File: src/rtl/scc_channel_mixer.sv
// -----------------------------------------------------------------------------
// scc_channel_mixer
//
// Purpose:
//   Mixes the time-slotted output of the 5-channel SCC tone generator into one
//   signed sample per frame. Each channel keeps the last wave-RAM sample the
//   generator stepped to. That sample is scaled by the channel volume, gated by
//   the channel enable, and summed over channels A..E. The sum is presented
//   once per frame with a one-cycle strobe.
//
// Ports:
//   clk          system clock, all state changes on the rising edge
//   reset        synchronous, active-high reset
//   active [2:0] time slot: 0..4 = channel A..E, 5 = mix close, 6..7 = idle
//   wave_update  generator wave-step flag for the current slot
//   wave_data    signed wave-RAM sample for the current slot
//   reg_volume   unsigned 4-bit volume of the current slot's channel
//   reg_enable   channel enable mask, bit n = channel n
//   sound_out    signed 11-bit mixed sample, registered
//   sound_valid  one-cycle strobe marking a new sound_out value
//
// Build option:
//   SCC_MIXER_ROUND_EN - when defined, the volume-scaled product is rounded
//   half-up before the divide by 16 instead of truncated toward -inf.
// -----------------------------------------------------------------------------
module scc_channel_mixer (
  input  logic        clk,
  input  logic        reset,
  input  logic [2:0]  active,
  input  logic        wave_update,
  input  logic [7:0]  wave_data,
  input  logic [3:0]  reg_volume,
  input  logic [4:0]  reg_enable,
  output logic [10:0] sound_out,
  output logic        sound_valid
);

  logic signed [7:0]  sample_q [0:4];
  logic signed [7:0]  ff_product;
  logic signed [10:0] ff_acc;
  logic               ff_frame_seen;

  logic signed [7:0]  cur_sample;
  logic               chan_en;
  logic signed [12:0] prod;
  logic signed [12:0] prod_adj;
  logic signed [7:0]  scaled;
  logic signed [10:0] product_ext;

  // Select the current channel's held sample and enable bit. Idle and close
  // slots produce a zero sample with the enable forced off.
  always_comb begin
    cur_sample = '0;
    chan_en    = 1'b0;
    case (active)
      3'd0: begin cur_sample = sample_q[0]; chan_en = reg_enable[0]; end
      3'd1: begin cur_sample = sample_q[1]; chan_en = reg_enable[1]; end
      3'd2: begin cur_sample = sample_q[2]; chan_en = reg_enable[2]; end
      3'd3: begin cur_sample = sample_q[3]; chan_en = reg_enable[3]; end
      3'd4: begin cur_sample = sample_q[4]; chan_en = reg_enable[4]; end
      default: begin cur_sample = '0; chan_en = 1'b0; end
    endcase
    // Bypass: a sample loaded this cycle is used in this cycle's product.
    if (wave_update && (active < 3'd5)) begin
      cur_sample = $signed(wave_data);
    end
  end

  always_comb begin
    prod = 13'(cur_sample) * 13'($signed({1'b0, reg_volume}));
`ifdef SCC_MIXER_ROUND_EN
    prod_adj = prod + 13'sd8;
`else
    prod_adj = prod;
`endif
    // Product range is -1920..1913 after rounding, so the shifted value always
    // fits in 8 signed bits (-120..119).
    scaled = 8'(prod_adj >>> 4);
  end

  assign product_ext = {{3{ff_product[7]}}, ff_product};

  always_ff @(posedge clk) begin
    if (reset) begin
      for (int i = 0; i < 5; i++) begin
        sample_q[i] <= '0;
      end
      ff_product    <= '0;
      ff_acc        <= '0;
      ff_frame_seen <= 1'b0;
      sound_out     <= '0;
      sound_valid   <= 1'b0;
    end else begin
      for (int i = 0; i < 5; i++) begin
        if (wave_update && (active == 3'(i))) begin
          sample_q[i] <= $signed(wave_data);
        end
      end

      ff_product <= chan_en ? scaled : 8'sd0;

      // The accumulator runs one slot behind the product stage: the active==1
      // cycle sees channel A's product and restarts the frame.
      case (active)
        3'd1: begin
          ff_acc        <= product_ext;
          ff_frame_seen <= 1'b1;
        end
        3'd2, 3'd3, 3'd4: ff_acc <= ff_acc + product_ext;
        default: ff_acc <= ff_acc;
      endcase

      // The close slot folds in channel E, still in ff_product.
      if (active == 3'd5) begin
        sound_out   <= ff_acc + product_ext;
        sound_valid <= ff_frame_seen;
      end else begin
        sound_valid <= 1'b0;
      end
    end
  end

endmodule

File: config.mk
export PLATFORM = sky130hd
export DESIGN_NAME = scc_channel_mixer
export DESIGN_NICKNAME = d
export VERILOG_FILES = /design/src/rtl/scc_channel_mixer.sv
export SDC_FILE = /design/constraint.sdc
export NUM_CORES = 1
export LEC_CHECK = 0
export CAP_MARGIN = 5
export CORE_ASPECT_RATIO = 0.7
export CORE_MARGIN = 3
export CORE_UTILIZATION = 35
export DETAILED_ROUTE_END_ITERATION = 6
export PLACE_DENSITY_LB_ADDON = 0.15
export SYNTH_ARGS = -nofsm -noshare
export SYNTH_HDL_FRONTEND = slang
export SYNTH_SLANG_ARGS = --single-unit
File: constraint.sdc
create_clock -name clk -period 7.9 [get_ports clk]
set_input_delay 1.185 -clock clk [delete_from_list [all_inputs] [get_ports clk]]
set_output_delay 1.185 -clock clk [all_outputs]
set_load 0.005 [all_outputs]
==> summary.txt <==
Die
  • Initial Util: 36.4%
  • Die width: 143 um
  • Row count: 34
  • DIE AREA: ~0.015 sq mm
  • # IOs: 35
  • Core Area: 0.0127 sq mm
  • Die Y: between 100 and 150 um

Yosys
  • Post-Syn Area: around 0.0046 sq mm
  • Seq/Total Area, Yosys: 39.9%
  • Primary FF master, synth: edfxtp_1
  • Area leader, netlist: edfxtp_1
  • Dominant cells by area after synthesis: edfxtp_1, dfxtp_1, ha_1
  • Yosys warning total: 0
  • Syn Nets: 526
  • Post-synth ARST share: 0%
  • Syn avg cell area: 10.1 sq um
  • Share of the synthesized area in the top cell type: 26.0%
  • Yosys reg bits: 72
  • EDFF count, synth: 40
  • Unique masters post-synth: 73
  • Synthesized instance count: 458

Routing
  • Initial DRC Count: around 300
  • Drt drc: 0
  • WL final: 11400 um
  • Drt via density: 5.41
  • Initial DRT Pass Iterations: 5
  • Routed vias: 3540
  • Avg WL per Cell: around 17 um
  • DRT antenna net count: 0

Timing
  • Worst-margin pin slew: 0.993 ns
  • Fmax: 0.160 GHz
  • Final Hold Slack: 0.460 ns
  • # setup viols final: 0
  • Pins Over Slew Limit: 0
  • Clock skew: 0.00955 ns
  • RSZ-0062 raised after global routing: false
  • Period utilisation layout: roughly 79%
  • Setup TNS: 0 ns
  • Slew headroom: 33.4%
  • Tmin final: between 6 and 7 ns
  • Final hold vios: 0

Finish
  • Final cell count without fillers: 654
  • Layout cells sized above 1: 9.35%
  • Area delta synth->final: 16.6%
  • Core Util, Final: a little over two fifths
  • Most frequent cells in the layout: nand2_1, edfxtp_1, inv_1, clkdlybuf4s50_1, dfxtp_1
  • Inserted Diodes: 0
  • Fin nets: 555

Clock network
  • Clk Latency, worst-skew pair: 0.34 ns
  • CTS Root Cell: clkbuf_16
  • CTS tree: yes
  • H-tree Lvls: 3
  • Post-CTS Hold Buffers: 0
  • Clock buffer depth: 2
  • Number of clock sinks: 72
  • CTS buffer count: 9
  • Post-CTS setup buffer count: 0
  • # resized after CTS: 0
  • CTS clock-pin slew for the worst setup and hold paths: 0.06 ns

Power
  • Leak Pwr: 2.15 nW
  • Max IR drop VDD: 0.0993 mV
  • P per Cell Area: 205 mW/mm^2

Min path
  • Hold path endpoint: sound_out[5]$_SDFFE_PP0P_
  • Hold path start: sound_out[5]$_SDFFE_PP0P_
  • Worst hold-check path type: reg -> reg
  • Hold-critical path depth: 2

Global route
  • Grt ovf: 0
  • Vias in the first global route: 3381
  • Gr usage total: 16.3%
  • Largest net degree at the start of global routing: 25
  • Antenna violations before repair: 0
  • First-pass GRT wire length: 18500 um

Critical path
  • Startpoint Class: primary input
  • CP arrival: 6.53 ns
  • R2r endpoint: ff_product[7]$_SDFF_PP0_
  • Required time of the critical path: 8.17 ns
  • CP Capture Type: flop
  • Setup crit start: active[1]
  • Register-to-Register Path Depth: 17
  • Launching point of the worst reg2reg path: sample_q[0][34]$_DFFE_PP_
  • R2r setup slk: 3.18 ns
  • Worst-path maximum fanout: 16
  • Critical setup path kind: in -> reg

Job
  • Max cap viols: 0

Placed design
  • Placed wire-length estimate: between 8000 and 9000 um
  • Placer Congestion: 0.844
  • Placed Instances: 638
  • Port Buffer Count: 34

Run status
  • Status: finished, final reports clean
## layout make-up
cell class                      count  area (sq um)
Clock buffer                       10           229
Clock inverter                      6          65.1
Fill cell                        1243          7290
Inverter                           39           146
Multi-Input combinational cell    327          2530
Sequential cell                    72          1840
Tap cell                          162           203
Timing Repair Buffer               38           370
## cell usage after synthesis, types with 14 or more instances
master / count
inv_1: 37
a21oi_1: 26
edfxtp_1: 40
ha_1: 29
nor2_1: 29
nand2_1: 40
fa_1: 16
xnor2_1: 14
dfxtp_1: 32
and2_1: 27
## logic make-up (layout without fill, tap and decap cells)
family	Yosys count	after routing	share of synthesized area, %
AND/OR/NAND/NOR	144	144	16.4
multiplexers	12	12	3.06
buffers and inverters	59	93	5.47
AO/OA/AOI/OAI	110	110	17.4
adder cells (fa/ha/maj)	45	45	14.8
XOR/XNOR	16	16	3.03
flip-flops	72	72	39.9
## routing by layer
metal / track usage [%] / wire length (um)
met3: 3.41 / 553
met1: 25.8 / 6130
met4: 3.62 / 73
met2: 22.5 / 4630
met5: 0 / 0
## per-stage QoR
step           setup WS, ns  power, mW  area, sq um
2_1_floorplan          2.11      0.628         4620
3_3_place_gp           1.43      0.696         5090
3_5_place_dp           1.33      0.698         5090
4_1_cts                1.67       1.11         5390
5_1_grt                1.29       1.16         5390
6_report               1.64       1.10         5390
## how the worst max path moves through the flow
stage / to / slack (ns) / depth (start not counted)
2_1_floorplan: ff_product[7]$_SDFF_PP0_ / 2.11 / 20
3_3_place_gp: ff_product[7]$_SDFF_PP0_ / 1.43 / 19
3_5_place_dp: ff_product[7]$_SDFF_PP0_ / 1.33 / 19
4_1_cts: ff_product[7]$_SDFF_PP0_ / 1.67 / 19
5_1_grt: ff_product[7]$_SDFF_PP0_ / 1.29 / 19
6_report: ff_product[7]$_SDFF_PP0_ / 1.64 / 19
## critical path, cell delays in order
cell	delay [ns]
clkdlybuf4s50_1	0.74
and2b_4	0.37
and2_4	0.19
a221oi_1	0.35
a21oi_1	0.11
o22a_1	0.23
and2_1	0.17
ha_1	0.31
fa_1	0.54
inv_1	0.05
fa_1	0.52
inv_1	0.04
ha_1	0.34
o21a_1	0.22
a21oi_1	0.28
o221ai_1	0.17
o21bai_4	0.21
a2111oi_2	0.34
o21bai_1	0.15
## state kept, by name (all words and copies together) (netlist names)
name           cells
ff_frame_seen      1
sound_valid        1
ff_product         8
ff_acc            11
sound_out         11
sample_q          40
## report_power, final
group / internal (mW) / leakage, nW / switching [mW] / total [mW]
clock: 0.246 / 0.148 / 0.164 / 0.410
sequential: 0.425 / 0.649 / 0.0145 / 0.440
combinational: 0.108 / 1.36 / 0.144 / 0.252
total: 0.780 / 2.15 / 0.322 / 1.10
Power figures use the tool's default switching activity.
